==> src/rtl/alu_pkg.sv <==
// rtl/alu_pkg.sv - opcode, flag index and FSM state definitions shared by alu_seq and its multiplier
package alu_pkg;

    localparam logic [3:0] OP_AND  = 4'h0;
    localparam logic [3:0] OP_EOR  = 4'h1;
    localparam logic [3:0] OP_SUB  = 4'h2;
    localparam logic [3:0] OP_RSB  = 4'h3;
    localparam logic [3:0] OP_ADD  = 4'h4;
    localparam logic [3:0] OP_ADC  = 4'h5;
    localparam logic [3:0] OP_SBC  = 4'h6;
    localparam logic [3:0] OP_RSC  = 4'h7;
    localparam logic [3:0] OP_MOVA = 4'h8;
    localparam logic [3:0] OP_MUL  = 4'h9;
    localparam logic [3:0] OP_SUB4 = 4'hA;
    localparam logic [3:0] OP_ZERO = 4'hB;
    localparam logic [3:0] OP_ORR  = 4'hC;
    localparam logic [3:0] OP_MOVB = 4'hD;
    localparam logic [3:0] OP_BIC  = 4'hE;
    localparam logic [3:0] OP_MVN  = 4'hF;

    localparam int FN = 3;
    localparam int FZ = 2;
    localparam int FC = 1;
    localparam int FV = 0;

    typedef enum logic [1:0] {
        IDLE = 2'd0,
        MUL  = 2'd1,
        DONE = 2'd2
    } state_e;

endpackage

==> src/rtl/alu_mul_iter.sv <==
// rtl/alu_mul_iter.sv - iterative shift-add multiplier, low WIDTH bits of unsigned a*b
module alu_mul_iter #(
    parameter int WIDTH              = 32,
    parameter int MUL_BITS_PER_CYCLE = 1
) (
    input  logic             clk,
    input  logic             rst,
    input  logic             start,
    input  logic [WIDTH-1:0] a,
    input  logic [WIDTH-1:0] b,
    output logic             done,
    output logic [WIDTH-1:0] product
);

    localparam int ITERS = WIDTH / MUL_BITS_PER_CYCLE;
    localparam int CW    = $clog2(ITERS + 1);

    logic [WIDTH-1:0] acc_q, acc_d;
    logic [WIDTH-1:0] mcand_q, mcand_d;
    logic [WIDTH-1:0] mplier_q, mplier_d;
    logic [WIDTH-1:0] partial;
    logic [CW-1:0]    cnt_q, cnt_d;
    logic             run_q, run_d;

    // done/product look ahead at the final iteration so the caller can register on the same edge
    assign done    = run_q && (cnt_q == CW'(ITERS - 1));
    assign product = acc_q + partial;

    always_comb begin
        partial = '0;
        for (int j = 0; j < MUL_BITS_PER_CYCLE; j++) begin
            if (mplier_q[j]) begin
                partial = partial + (mcand_q << j);
            end
        end
        acc_d    = acc_q;
        mcand_d  = mcand_q;
        mplier_d = mplier_q;
        cnt_d    = cnt_q;
        run_d    = run_q;
        if (start) begin
            acc_d    = '0;
            mcand_d  = a;
            mplier_d = b;
            cnt_d    = '0;
            run_d    = 1'b1;
        end else if (run_q) begin
            acc_d    = acc_q + partial;
            mcand_d  = mcand_q << MUL_BITS_PER_CYCLE;
            mplier_d = mplier_q >> MUL_BITS_PER_CYCLE;
            cnt_d    = cnt_q + CW'(1);
            if (done) begin
                run_d = 1'b0;
            end
        end
    end

    always_ff @(posedge clk or posedge rst) begin
        if (rst) begin
            acc_q    <= '0;
            mcand_q  <= '0;
            mplier_q <= '0;
            cnt_q    <= '0;
            run_q    <= 1'b0;
        end else begin
            acc_q    <= acc_d;
            mcand_q  <= mcand_d;
            mplier_q <= mplier_d;
            cnt_q    <= cnt_d;
            run_q    <= run_d;
        end
    end

endmodule

==> src/rtl/alu_seq.sv <==
// rtl/alu_seq.sv - registered handshaked ALU owning NZCV; ALU_SEQ_MUL_EN builds the iterative multiply for op 0x9
module alu_seq
    import alu_pkg::*;
#(
    parameter int WIDTH              = 32,
    parameter int MUL_BITS_PER_CYCLE = 1
) (
    input  logic             clk,
    input  logic             rst,
    input  logic             in_valid,
    output logic             in_ready,
    input  logic [WIDTH-1:0] A,
    input  logic [WIDTH-1:0] B,
    input  logic [3:0]       ALU_OP,
    input  logic             S,
    input  logic             shiftCout,
    output logic             out_valid,
    input  logic             out_ready,
    output logic [WIDTH-1:0] F,
    output logic [3:0]       NZCV,
    output logic             busy
);

    if (MUL_BITS_PER_CYCLE < 1 || MUL_BITS_PER_CYCLE > 2 || WIDTH < 8 ||
        (WIDTH % MUL_BITS_PER_CYCLE) != 0) begin : g_bad_cfg
        $error("alu_seq: unsupported WIDTH/MUL_BITS_PER_CYCLE");
    end

    state_e           state_q, state_d;
    logic [WIDTH-1:0] f_q, f_d;
    logic [3:0]       nzcv_q, nzcv_d;

    logic [WIDTH-1:0] x, y, alu_res;
    logic             cin, alu_c, alu_v;
    logic [WIDTH:0]   sum, sum4;

`ifdef ALU_SEQ_MUL_EN
    logic             s_q, s_d;
    logic             mul_start, mul_done;
    logic [WIDTH-1:0] mul_product;

    alu_mul_iter #(
        .WIDTH              (WIDTH),
        .MUL_BITS_PER_CYCLE (MUL_BITS_PER_CYCLE)
    ) u_mul (
        .clk     (clk),
        .rst     (rst),
        .start   (mul_start),
        .a       (A),
        .b       (B),
        .done    (mul_done),
        .product (mul_product)
    );

    assign busy = (state_q == MUL);
`else
    assign busy = 1'b0;
`endif

    assign in_ready  = (state_q == IDLE);
    assign out_valid = (state_q == DONE);
    assign F         = f_q;
    assign NZCV      = nzcv_q;

    // One shared adder: every arithmetic op is X + Y' + cin with Y' possibly inverted
    always_comb begin
        x   = A;
        y   = B;
        cin = 1'b0;
        case (ALU_OP)
            OP_SUB, OP_SUB4: begin y = ~B; cin = 1'b1; end
            OP_RSB:          begin x = B; y = ~A; cin = 1'b1; end
            OP_ADC:          cin = nzcv_q[FC];
            OP_SBC:          begin y = ~B; cin = nzcv_q[FC]; end
            OP_RSC:          begin x = B; y = ~A; cin = nzcv_q[FC]; end
            default:         ;
        endcase
        sum  = {1'b0, x} + {1'b0, y} + {{WIDTH{1'b0}}, cin};
        sum4 = {1'b0, sum[WIDTH-1:0]} + (WIDTH+1)'(4);

        alu_res = '0;
        alu_c   = nzcv_q[FC];
        alu_v   = nzcv_q[FV];
        case (ALU_OP)
            OP_SUB, OP_RSB, OP_ADD, OP_ADC, OP_SBC, OP_RSC: begin
                alu_res = sum[WIDTH-1:0];
                alu_c   = sum[WIDTH];
                alu_v   = (x[WIDTH-1] == y[WIDTH-1]) && (alu_res[WIDTH-1] != x[WIDTH-1]);
            end
            OP_SUB4: begin
                alu_res = sum4[WIDTH-1:0];
                alu_c   = sum[WIDTH] | sum4[WIDTH];
                alu_v   = (x[WIDTH-1] == y[WIDTH-1]) && (alu_res[WIDTH-1] != x[WIDTH-1]);
            end
            OP_AND:  begin alu_res = A & B;  alu_c = shiftCout; end
            OP_EOR:  begin alu_res = A ^ B;  alu_c = shiftCout; end
            OP_MOVA: begin alu_res = A;      alu_c = shiftCout; end
            OP_ORR:  begin alu_res = A | B;  alu_c = shiftCout; end
            OP_MOVB: begin alu_res = B;      alu_c = shiftCout; end
            OP_BIC:  begin alu_res = A & ~B; alu_c = shiftCout; end
            OP_MVN:  begin alu_res = ~B;     alu_c = shiftCout; end
            default: ;
        endcase
    end

    always_comb begin
        state_d = state_q;
        f_d     = f_q;
        nzcv_d  = nzcv_q;
`ifdef ALU_SEQ_MUL_EN
        s_d       = s_q;
        mul_start = 1'b0;
`endif
        case (state_q)
            IDLE: begin
                if (in_valid) begin
`ifdef ALU_SEQ_MUL_EN
                    if (ALU_OP == OP_MUL) begin
                        s_d       = S;
                        mul_start = 1'b1;
                        state_d   = MUL;
                    end else begin
`else
                    begin
`endif
                        f_d = alu_res;
                        if (S) begin
                            nzcv_d = {alu_res[WIDTH-1], ~|alu_res, alu_c, alu_v};
                        end
                        state_d = DONE;
                    end
                end
            end
`ifdef ALU_SEQ_MUL_EN
            MUL: begin
                if (mul_done) begin
                    f_d = mul_product;
                    if (s_q) begin
                        nzcv_d[FN] = mul_product[WIDTH-1];
                        nzcv_d[FZ] = ~|mul_product;
                    end
                    state_d = DONE;
                end
            end
`endif
            DONE: begin
                if (out_ready) begin
                    state_d = IDLE;
                end
            end
            default: state_d = IDLE;
        endcase
    end

    always_ff @(posedge clk or posedge rst) begin
        if (rst) begin
            state_q <= IDLE;
            f_q     <= '0;
            nzcv_q  <= '0;
`ifdef ALU_SEQ_MUL_EN
            s_q     <= 1'b0;
`endif
        end else begin
            state_q <= state_d;
            f_q     <= f_d;
            nzcv_q  <= nzcv_d;
`ifdef ALU_SEQ_MUL_EN
            s_q     <= s_d;
`endif
        end
    end

endmodule

==> config.mk <==
export PLATFORM = sky130hd
export DESIGN_NAME = alu_seq
export DESIGN_NICKNAME = d
export VERILOG_FILES = /design/src/rtl/alu_pkg.sv /design/src/rtl/alu_mul_iter.sv /design/src/rtl/alu_seq.sv
export SDC_FILE = /design/constraint.sdc
export NUM_CORES = 1
export LEC_CHECK = 0
export ABC_CLOCK_PERIOD_IN_PS = 13000
export CORE_ASPECT_RATIO = 1.5
export CORE_MARGIN = 3
export CORE_UTILIZATION = 40
export CTS_BUF_LIST = sky130_fd_sc_hd__clkbuf_8
export DETAILED_ROUTE_END_ITERATION = 8
export GPL_TIMING_DRIVEN = 0
export PLACE_DENSITY_LB_ADDON = 0.15
export SYNTH_ARGS = -nofsm -noshare
export SYNTH_HDL_FRONTEND = slang
export SYNTH_HIERARCHICAL = 1
export SYNTH_SLANG_ARGS = --single-unit
==> constraint.sdc <==
create_clock -name clk -period 13 [get_ports clk]
set_clock_uncertainty 0.05 [all_clocks]
set_input_delay 3.9 -clock clk [delete_from_list [all_inputs] [get_ports clk]]
set_output_delay 3.9 -clock clk [all_outputs]
set_load 0.01 [all_outputs]
[After elaboration in Yosys (flattened, before gate mapping)]
Index checks and enable logic that the tools add are counted.
Word-level totals
  flip-flop bits (word level): 38
  output and inout port bits: 39
  logic and storage cells: 62
  input bits: 74
Operators by class
  multiplexer cells: 9
  eq/ne operators: 19
  bitwise logic cells: 7
  reductions and logical operators: 19
  add/sub/neg operators: 3
Operators with widths (number)
  $pmux W32 S9: 1
  $and A32 B32 Y32: 2
  $not A32 Y32: 2
  $pmux W32 S2: 1
  $add A32 B3 Y33 const B: 1
  $add A32 B32 Y33: 1
  $add A33 B1 Y33: 1
  $mux W32: 1
  $or A32 B32 Y32: 1
  $reduce_or A32 Y1: 1
  $xor A32 B32 Y32: 1
  $eq A4 B4 Y1 const B: 6
  $eq A4 B3 Y1 const B: 4
  $reduce_or A3 Y1: 3
  $eq A4 B2 Y1 const B: 2
  $reduce_and A4 Y1: 2
  $reduce_or A7 Y1: 1
  $reduce_or A6 Y1: 1
  $eq A4 B1 Y1 const B: 1
  $logic_not A4 Y1: 1
  $mux W2: 2
  $pmux W1 S2: 2
  $pmux W2 S2: 1
  $reduce_and A2 Y1: 2
  14 further kinds: 16

[Longest topological paths before layout]
  depth after elaboration: 9
  depth in mapped cells: 28
  mapped depth without buffers: 24

[Least setup slack after synthesis]
No wires, ideal clock.
  kind: input-to-reg
  start: in ALU_OP[3]
  end: reg nzcv_q[2], in the netlist NZCV[2]
  required time: 12847 ps
  path slack: 3765 ps
  buffers on the path: 6
  stages: 22
  data arrival time: 9082 ps
  setup time: 103 ps
  path through: clkbuf_1 > clkbuf_1 > or2_2 > clkbuf_1 > clkbuf_1 > clkbuf_1 > a31oi_1 > fa_1 > fa_1 > nand2b_4 > a211oi_4 > o21ai_1 > a211oi_2 > and4_1 > buf_6 > nand4_2 > or3_4 > o31ai_1 > nand3_1 > a211oi_2 > nand4_1 > o41ai_2
Between the ends
  cells in the longest elaborated chain, start to end: 9
  elaborated cells on any way between the ends: 28
  classes of those cells: 3 x add/sub; 13 x eq/ne; 4 x mux; 8 x reduce/logical
Ends and longest elaborated chain
  start: declaration: line alu_seq.sv:14  | input logic [3:0] ALU_OP,
  $eq A4 B4 Y1, or another cell as far along: line alu_seq.sv:70, alu_seq.sv:84
  $reduce_or A3 Y1 (no source line) / $reduce_or A2 Y1 (equally long branches)
  $pmux W32 S2 / $mux W32 (equally long branches): line alu_seq.sv:70  | case (ALU_OP)
  $add A32 B32 Y33: line alu_seq.sv:78  | sum = {1'b0, x} + {1'b0, y} + {{WIDTH{1'b0}}, cin};
  $add A33 B1 Y33: line alu_seq.sv:78
  $add A32 B3 Y33: line alu_seq.sv:79  | sum4 = {1'b0, sum[WIDTH-1:0]} + (WIDTH+1)'(4);
  $pmux W32 S9 *: line alu_seq.sv:84  | case (ALU_OP)
  $reduce_or A32 Y1 *: line alu_seq.sv:128  | nzcv_d = {alu_res[WIDTH-1], ~|alu_res, alu_c, alu_v};
  $logic_not A1 Y1 *: line alu_seq.sv:128
  end signal: assignment: line alu_seq.sv:166  | nzcv_q <= nzcv_d;
  end: declaration: line alu_seq.sv:31  | logic [3:0] nzcv_q, nzcv_d;
Mark *: on every way between the ends. The rest lies on a longest branch, timed or not.
A chain may end at the register's enable or synchronous reset.

[Worst setup path in the final report]
Ends and elaborated chain as after synthesis.

==> impl_metrics.json <==
{
  "ys.flop_type": "dfrtp_1",
  "cp.required_ns": 13.14,
  "cts_max_path_buffers": 2,
  "grt_max_degree": 38,
  "synth_area_leaders": "o21ai_0 (12%), dfrtp_1 (12%), ha_1 (10%)",
  "synth_commonest_cells": "o21ai_0 (198), nand2_1 (162), inv_1 (76)",
  "initial_core_util_pct": 41.2,
  "vias": 9829,
  "nNetsFinal": 1447,
  "totalWireLength_um": 33100,
  "p_per_area_mw_per_mm2": 93.0,
  "place_hpwl_um": 26800,
  "dr.first_iter.drc_count": 905,
  "coreArea_sq_mm": 0.0193,
  "synth_warnings": 6,
  "ir_drop_v": 0.0000379,
  "drv_slew": 0,
  "fillers": 1984,
  "firstDrtPassIters": 7,
  "clkTransAtPathRegs_ns": 0.06,
  "synth_edf_count": 0,
  "end_kind": "register",
  "grt_usage_pct": 29.8,
  "cts.sinks": 37,
  "cts_tree": "built",
  "finalSetupViolCount": 0,
  "drc_errors": 0,
  "die_area_sq_mm": 0.0217,
  "holdCritPathClass": "reg2reg",
  "max_freq_ghz": 0.0857,
  "cts_resized": 0,
  "hold_viol": 0,
  "cts_hold_buf": 0,
  "globalplace.congestion": 0.974,
  "syn-num-nets": 1329,
  "clock-root-buffer": "clkbuf_8",
  "wl_per_cell_um": 21.2,
  "cp_max_fo": 10,
  "gr-total-overflow": 0,
  "cts_setup_buffers": 0,
  "routed_via_density": 6.29,
  "die_h_um": 179,
  "cp_common_cell": "clkbuf_1",
  "rows": 62,
  "cp_cell_sequence": "clkdlybuf4s50_1, clkbuf_1, clkbuf_1, or2_2, clkbuf_1, clkbuf_1, clkbuf_1, a31oi_1, fa_1, fa_1, nand2b_4, a211oi_4, o21ai_1, o21ai_1, xor2_1, nand4_1, nor4_1, nand3_1, a211oi_1, nand4_1, o41ai_2",
  "netlist_area_sq_mm": 0.00796,
  "max_slew.worst_pin.slew_ns": 1.15,
  "h-tree-depth": 2,
  "total_leakage_power_nw": 3.81,
  "numCtsBuffers": 5,
  "ys_ff_latch": 37,
  "outcome": "finished clean",
  "synth_area_leader_cell": "o21ai_0",
  "cp_data_arrival_time_ns": 11.81,
  "rsz0062_at_grt": "no",
  "clkLatencyLatePin_ns": 0.29,
  "crit_type": "in2reg",
  "grt_pass1_wl_um": 50500,
  "cpMaxStageDelayCell": "nor4_1",
  "io_pins": 113,
  "grt_pass1_vias": 9004,
  "drive_gt1_share_pct": 4.74,
  "ant_nets": 0,
  "antennaDiodeCount": 0,
  "avgSynthCellArea_sq_um": 6.69,
  "r2r-start": "NZCV[1]",
  "synth_cells": 1189,
  "max_stage_delay_ns": 0.66,
  "synth_top_area_share_pct": 12.5,
  "min_from": "F[21]",
  "yosys.cell_count.top_type": "o21ai_0",
  "fin_tns_setup_ns": 0,
  "yosysUniqueCellTypes": 86,
  "antenna_found_initial": 0,
  "die_width_um": 121,
  "portBuffers": 110,
  "cp-startpoint": "ALU_OP[3]",
  "maxSlewHeadroom_pct": 22.6,
  "start_kind": "input pin",
  "period_minus_slack_ns": 11.67,
  "max-cap-violations": 0,
  "async_reset_ff_share_pct": 100,
  "finalCritPeriodShare_pct": 89.8,
  "syn_to_final_growth_pct": 19.1,
  "seq_area_frac_synth_pct": 11.6,
  "power.total_mw": 0.881
}
state kept, by name, indices dropped and copies added (netlist names):
signal / flops
NZCV: 4
F: 32
state_q: 1
layout make-up:
cell class / instances / area [sq um] / share of cell area [%]
Clock inverter: 1 / 3.75 / 0.0396
Multi-Input combinational cell: 995 / 6410 / 67.6
Sequential cell: 37 / 926 / 9.77
Buffer: 81 / 344 / 3.63
Clock buffer: 6 / 82.6 / 0.871
Timing Repair Buffer: 111 / 1110 / 11.7
Tap cell: 256 / 320 / 3.38
Inverter: 76 / 285 / 3.01
per-layer routing:
layer	routed length, um	vias to the layer above	GRT usage (%)
met1	13100	4588	36.8
met3	2490	102	2.94
met5	0	-	0
met4	1640	0	13.6
met2	15800	508	51.9
li1	-	4631	-
worst max-delay path: cells and delay by family:
family,cells,cell delay [ns]
AO/OA/AOI/OAI,6,1.86
AND/OR/NAND/NOR,6,1.81
XOR/XNOR,1,0.41
adder cells (fa/ha/maj),2,0.99
buffers and inverters,6,2.80
logic make-up (layout without fill, tap and decap cells):
| kind of cell | Yosys count | count (layout) | synth area share (%) |
|---|---|---|---|
| simple gates | 402 | 402 | 25.2 |
| flops | 37 | 37 | 11.6 |
| buf+inv | 157 | 275 | 7.91 |
| fa+ha+maj | 66 | 66 | 10.6 |
| other cells | 1 | 1 | 0.0471 |
| compound gates | 469 | 469 | 38.0 |
| xor+xnor | 48 | 48 | 5.47 |
| mux | 9 | 9 | 1.24 |
placed cells by master (no fill, tap or decap), types with 6 or more instances in the layout:
cell type        instances
nand4_1                 14
a21oi_1                 73
buf_1                    8
nor4_1                   9
a22oi_1                  8
nand2_1                162
clkbuf_8                 6
nor3_1                  21
a211oi_1                27
a21o_1                  18
xor2_1                  16
clkdlybuf4s50_1        110
mux2_2                   7
o21a_1                  11
dfrtp_1                 37
a32o_1                  10
nor2b_1                 16
o221ai_1                12
o211ai_1                14
o2111ai_1                6
a221oi_1                15
nand3_1                 34
o21ai_0                198
a221o_1                  8
buf_2                    8
inv_1                   76
nor2_1                  69
nand2b_1                 6
clkbuf_1                59
a31oi_1                  7
and2_1                  15
xnor2_1                 30
ha_1                    64
power breakdown:
| part | total, mW | switching (mW) | internal (mW) |
|---|---|---|---|
| clock | 0.0786 | 0.0374 | 0.0412 |
| combinational | 0.636 | 0.377 | 0.259 |
| sequential | 0.166 | 0.0178 | 0.149 |
| total | 0.881 | 0.432 | 0.449 |
metrics by stage:
| step | area (sq um) | setup slack, ns | hold slack [ns] | cells | utilization (%) |
|---|---|---|---|---|---|
| floorplan | 7960 | 3.76 | 0.464 | 1189 | - |
| global placement | 9380 | 1.28 | 0.411 | 1555 | 48.5 |
| detailed placement | 9390 | 1.32 | 0.418 | 1556 | 48.6 |
| CTS | 9480 | 1.58 | 0.434 | 1563 | 49.1 |
| global route | 9480 | 1.10 | 0.453 | 1563 | 49.1 |
| finish | 9480 | 1.33 | 0.427 | 1563 | 49.1 |
path summary, 6_finish.rpt:
| check | to | slack (ns) | cells after the start |
|---|---|---|---|
| worst min register to register | F[21] | 0.43 | 2 |
| worst min-delay path | F[21] | 0.43 | 2 |
| worst max register to register | NZCV[2] | 7.45 | 16 |
| min in group asynchronous | F[2] | 4.00 | 2 |
| worst max-delay path | NZCV[2] | 1.33 | 21 |
| max in group asynchronous | NZCV[2] | 8.42 | 2 |
Power figures use the tool's default switching activity.
==> patch 1: new RTL, same settings <==
The 3 states of `state_e` get a one-hot encoding in 3 bits.
--- a/src/rtl/alu_pkg.sv
+++ b/src/rtl/alu_pkg.sv
@@ -25,6 +25,6 @@
 
-    typedef enum logic [1:0] {
-        IDLE = 2'd0,
-        MUL  = 2'd1,
-        DONE = 2'd2
+    typedef enum logic [2:0] {
+        IDLE = 3'b001,
+        MUL  = 3'b010,
+        DONE = 3'b100
     } state_e;
Function: same outputs for any inputs over 4 cycles, from zero or initial values and one cycle with rst high; so few cycles prove little.
==> patch 1 against the original RTL <==
- routed wire length grew 6.8%
- setup slack got worse by 890 ps
- sequential power increased by 25%
- final area increased by 0.95%
- power grew 18%
- cell count fell by 0.32%
- area after synthesis is 0.52% higher
- sequential cell count is 1 higher
- count of clock-buffer cells in the layout down 1
- sequential share of layout area is 0.18 points higher
- critical endpoint unchanged
==> patch 1: results (changes against the original RTL) <==
worst_setup_path:
  rr_worst_depth: 18  # +2
  crit_arrival_ps: 12710  # +900 ps
  slowest_stage: "or4_1"
  rrSetupSlack_ps: 7300  # -150 ps
  reg2reg_to: "NZCV[2]"
  critPathLaunch: "ALU_OP[1]"
  slowest_delay_ps: 600  # -60 ps
synth:
  synthMuxAreaShare_pct: 1.768  # +0.53 points
  synth_adder_area_share_pct: 10.51  # -0.055 points
  ys_warn_count: 6  # unchanged
  synth_area_leaders: "dfrtp_1 (12%), ha_1 (10%), o21ai_0 (9.6%)"
  synth_compound_area_share_pct: 38.24  # +0.29 points
  syn_avg_cell_area_um2: 6.754  # +0.94%
  synth_xor_area_share_pct: 4.068  # -1.4 points
  synth_common_cells: "nand2_1 (177), o21ai_0 (154), inv_1 (78), nor2_1 (74)"
  yosysUniqueCellTypes: 88  # +2.3%
  synth_fp_nets: 1324  # -0.38%
  synth_ff_type: "dfrtp_1"
  ys_seq_area_share_pct: 11.91  # +0.27 points
drt:
  drt_first_pass_iters: 6  # -1
  wl_mm: 35.31  # +6.8%
  drtIter0Drc: 1020  # +13%
  met1Wirelength_mm: 13.86  # +5.8%
  via_per_inst: 6.314  # +0.40%
  dr_wl_met3_mm: 1.861  # -25%
  wl_met2_mm: 17.54  # +11%
placed_design:
  place.detailed.hpwl_mm: 28.02  # +4.7%
  gp_congestion: 0.9984  # +2.6%
  dpl_cell_area_um2: 9422  # +0.33%
  pre_cts_ws_ps: -252.6  # -1570 ps
  port_buffers: 109  # -0.91%
global_routing:
  grt_max_degree: 39  # +2.6%
  grt_usage_pct: 31.86  # +2.1 points
  grt_pass1_vias: 9453  # +5.0%
  grt_pass1_wl_mm: 53.96  # +6.8%
timing:
  max_slew.worst_pin.slew_ps: 996.5  # -148.9 ps
  worst_slack_ps: 440.5  # -890.2 ps
  holdWs_ps: 439.0  # +12.14 ps
power_and_ir_drop:
  p_leak_nw: 3.978  # +4.3%
  peakVddDrop_uv: 59.26  # +56%
  power.total_w: 0.001039  # +18%
  seqPwrFrac_pct: 20.0  # +1.1 points
  p_switching_w: 0.0004939  # +14%
  combPwrFrac_pct: 68.4  # -3.8 points
clock_network:
  path_clk_slew_ps: 80  # +20 ps
  root_buffer: "clkbuf_8"
cells_and_area:
  drive_gt1_share_pct: 5.300  # +0.56 points
  fillers: 2065  # +4.1%
  nets: 1441  # -0.41%
  instances_no_fill: 1558  # -0.32%
min_path:
  holdCritStartpoint: "F[30]"
  hold_path_end: "F[30]"
  hold_path_class: "reg2reg"
outcome:
  status: "complete, no violations"
## patch 1: cell types whose count changed after synthesis, moves of 5 or more
cell,before,now
a21o_1,18,23
a21oi_1,73,64
a32o_1,10,3
a32oi_1,3,11
and3_1,5,10
nand2_1,162,177
nor2_1,69,74
nor2b_1,16,10
o211a_1,3,10
o21ai_0,198,154
o221ai_1,12,35
or3_1,5,14
xnor2_1,30,16
## patch 1: kinds of logic (layout without fill, tap and decap cells)
| family | count (synthesis) | in the layout |
|---|---|---|
| compound gates | 450 | 450 |
| xor+xnor | 35 | 35 |
| other cells | 1 | 1 |
| fa+ha+maj | 66 | 66 |
| flops | 38 | 38 |
| mux | 13 | 13 |
| simple gates | 422 | 422 |
| buf+inv | 159 | 277 |
## patch 1: per-layer routing
layer | vias up | GRT usage [%]
li1 | 4656 | -
met1 | 4591 | 38.02
met2 | 467 | 57.28
met3 | 123 | 1.673
met4 | 0 | 16.40
met5 | - | 0
## patch 1: worst max-delay path, delay by kind of cell
kind,cells,cell delay [ps]
fa+ha+maj,2,900
xor+xnor,1,180
simple gates,8,2160
compound gates,6,1880
buf+inv,9,3670
## patch 1: cell type report
| class | instances | area, um^2 | share of cell area (%) |
|---|---|---|---|
| clock inverters | 3 | 68.82 | 0.7193 |
| repair buffers | 110 | 1099 | 11.48 |
| inverters | 79 | 296.5 | 3.100 |
| flip-flops and latches | 38 | 952.2 | 9.953 |
| clock buffers | 5 | 68.82 | 0.7193 |
| plain buffers | 80 | 326.6 | 3.414 |
| multi-input cells | 987 | 6435 | 67.26 |
| well taps | 256 | 320.3 | 3.348 |
## patch 1: timing repair
item,CTS,global route
setup endpoints to repair,0,1
hold endpoints to repair,0,0
buffers inserted,0,0
resized for setup,0,3
==> patch 2: new RTL, config.mk and constraints unchanged <==
Without the edit above. Change the parameter `WIDTH` from 32 to 28.
--- a/src/rtl/alu_seq.sv
+++ b/src/rtl/alu_seq.sv
@@ -4,3 +4,3 @@
 #(
-    parameter int WIDTH              = 32,
+    parameter int WIDTH              = 28,
     parameter int MUL_BITS_PER_CYCLE = 1
Interface: changed (resized A, B and F); port bits go from 113 to 101. No check against the original RTL was run, so the function may have changed too.
==> patch 2 against the original RTL <==
- via count shrank 13%
- critical path depth up 4
- routed wire length shrank 9.9%
- setup slack lost 590 ps
- combinational power decreased by 16%
- non-clock buffer count shrank 29
- sequential cell count fell by 4
- power shrank 14%
- worst hold slack got worse by 0.87 ps
- utilization barely moved
- final area shrank 13%
- area after synthesis fell by 13%
- critical path type unchanged
- largest power group unchanged
==> patch 2: results (changes against the original RTL) <==
cells_and_area:
  inverters: 70  # -7.9%
  num-multi-input-gates: 846  # -15%
  n_clock_buffer: 5  # -1
  buffers: 163  # -15%
  multi_input_area_share_pct: 67.12  # -0.48 points
  drive_gt1_share_pct: 5.625  # +0.88 points
  nets: 1243  # -14%
  clkCellAreaFrac_pct: 0.9962  # +0.085 points
  final-nonclk-buf-share_pct: 15.58  # +0.25 points
  fillers: 1791  # -9.7%
  synthToLayoutAreaGrowth_pct: 19.22  # about the same
  largest_reg_flops: 28  # -13%
placed_design:
  port_buffers: 97  # -12%
  dp_cells: 1321  # -15%
  gp_congestion: 1.030  # +5.8%
  dpl_cell_area_um2: 8187  # -13%
  pre_cts_ws_ps: 719.1  # -598.7 ps
  place.detailed.hpwl_mm: 23.54  # -12%
outcome:
  status: "complete, no violations"
synth:
  synth_area_leaders: "dfrtp_1 (12%), ha_1 (10%), o21ai_0 (8.4%)"
  synth_compound_area_share_pct: 36.87  # -1.1 points
  synth_adder_area_share_pct: 10.65  # +0.084 points
  synth_common_cells: "nand2_1 (155), o21ai_0 (117), inv_1 (70), a21oi_1 (64), nor2_1 (57)"
  synth_xor_area_share_pct: 3.959  # -1.5 points
  synthMuxAreaShare_pct: 1.062  # -0.18 points
  yosysUniqueCellTypes: 93  # +8.1%
  ys_seq_area_share_pct: 11.88  # +0.24 points
  synthCells: 1014  # -15%
  synth_fp_nets: 1138  # -14%
drt:
  num_vias: 8522  # -13%
  dr_wl_met3_mm: 2.139  # -14%
  wl_mm: 29.77  # -9.9%
  wl_per_cell_um: 22.38  # +5.8%
  drtIter0Drc: 773  # -15%
  wl_met2_mm: 14.39  # -9.0%
  drt_first_pass_iters: 5  # -2
  met1Wirelength_mm: 11.11  # -15%
clock_network:
  clock-sinks: 33  # -11%
  path_clk_slew_ps: 70
  htree_levels: 2  # unchanged
global_routing:
  grt_pass1_wl_mm: 45.12  # -11%
  grtUsageMet2_pct: 51.99  # +0.097 points
  grt_max_degree: 34  # -11%
  met3_usage_pct: 2.820  # -0.12 points
  grt_pass1_vias: 8097  # -10%
  gr-usage-met1_pct: 35.43  # -1.4 points
power_and_ir_drop:
  comb-power_w: 0.000535  # -16%
  p_leak_nw: 3.395  # -11%
  power.internal_w: 0.0003834  # -15%
  peakVddDrop_uv: 101.2  # +170%
  p_switching_w: 0.0003722  # -14%
  seqPwrFrac_pct: 19.3  # +0.4 points
timing:
  max_slew.worst_pin.slew_ps: 1062  # -83.07 ps
  holdWs_ps: 426.0  # -0.8700 ps
min_path:
  hold_path_end: "F[8]"
  holdCritStartpoint: "F[8]"
worst_setup_path:
  rr_worst_depth: 16  # unchanged
  crit_arrival_ps: 12430  # +620 ps
  reg2reg_to: "NZCV[2]"
  rrSetupSlack_ps: 7580  # +130 ps
[patch 2: cell types whose count changed in the layout (fill, tap and decap cells not counted), sizes merged, moves of 13 or more]
cell / delta
o21ai: -79
clkdlybuf4s50: -13
nor2: -14
o221ai: +26
[patch 2: critical path, stage by stage]
cell and delay, ps:
clkdlybuf4s50_1 470, clkbuf_1 350, clkbuf_1 440, clkbuf_1 610
clkbuf_1 490, nor2_1 140, nand2_1 130, clkbuf_1 460
clkbuf_1 710, nor2_1 90, a21oi_1 200, fa_1 240
inv_1 60, fa_1 430, xor2_1 400, ha_1 300
xnor3_1 350, a2111oi_0 730, and4_1 340, o2111ai_1 120
nor4_1 230, nand4_1 150, a2111oi_0 590, and4_1 300
a41o_1 160
[patch 2: worst max-delay path by stage]
stage,depth (start not counted),slack [ps],endpoint
after floorplan,26,3490,NZCV[2]
after global placement,25,770,NZCV[2]
after detailed placement,25,720,NZCV[2]
after CTS,25,1000,NZCV[2]
after global routing,25,570,NZCV[2]
final,25,750,NZCV[2]
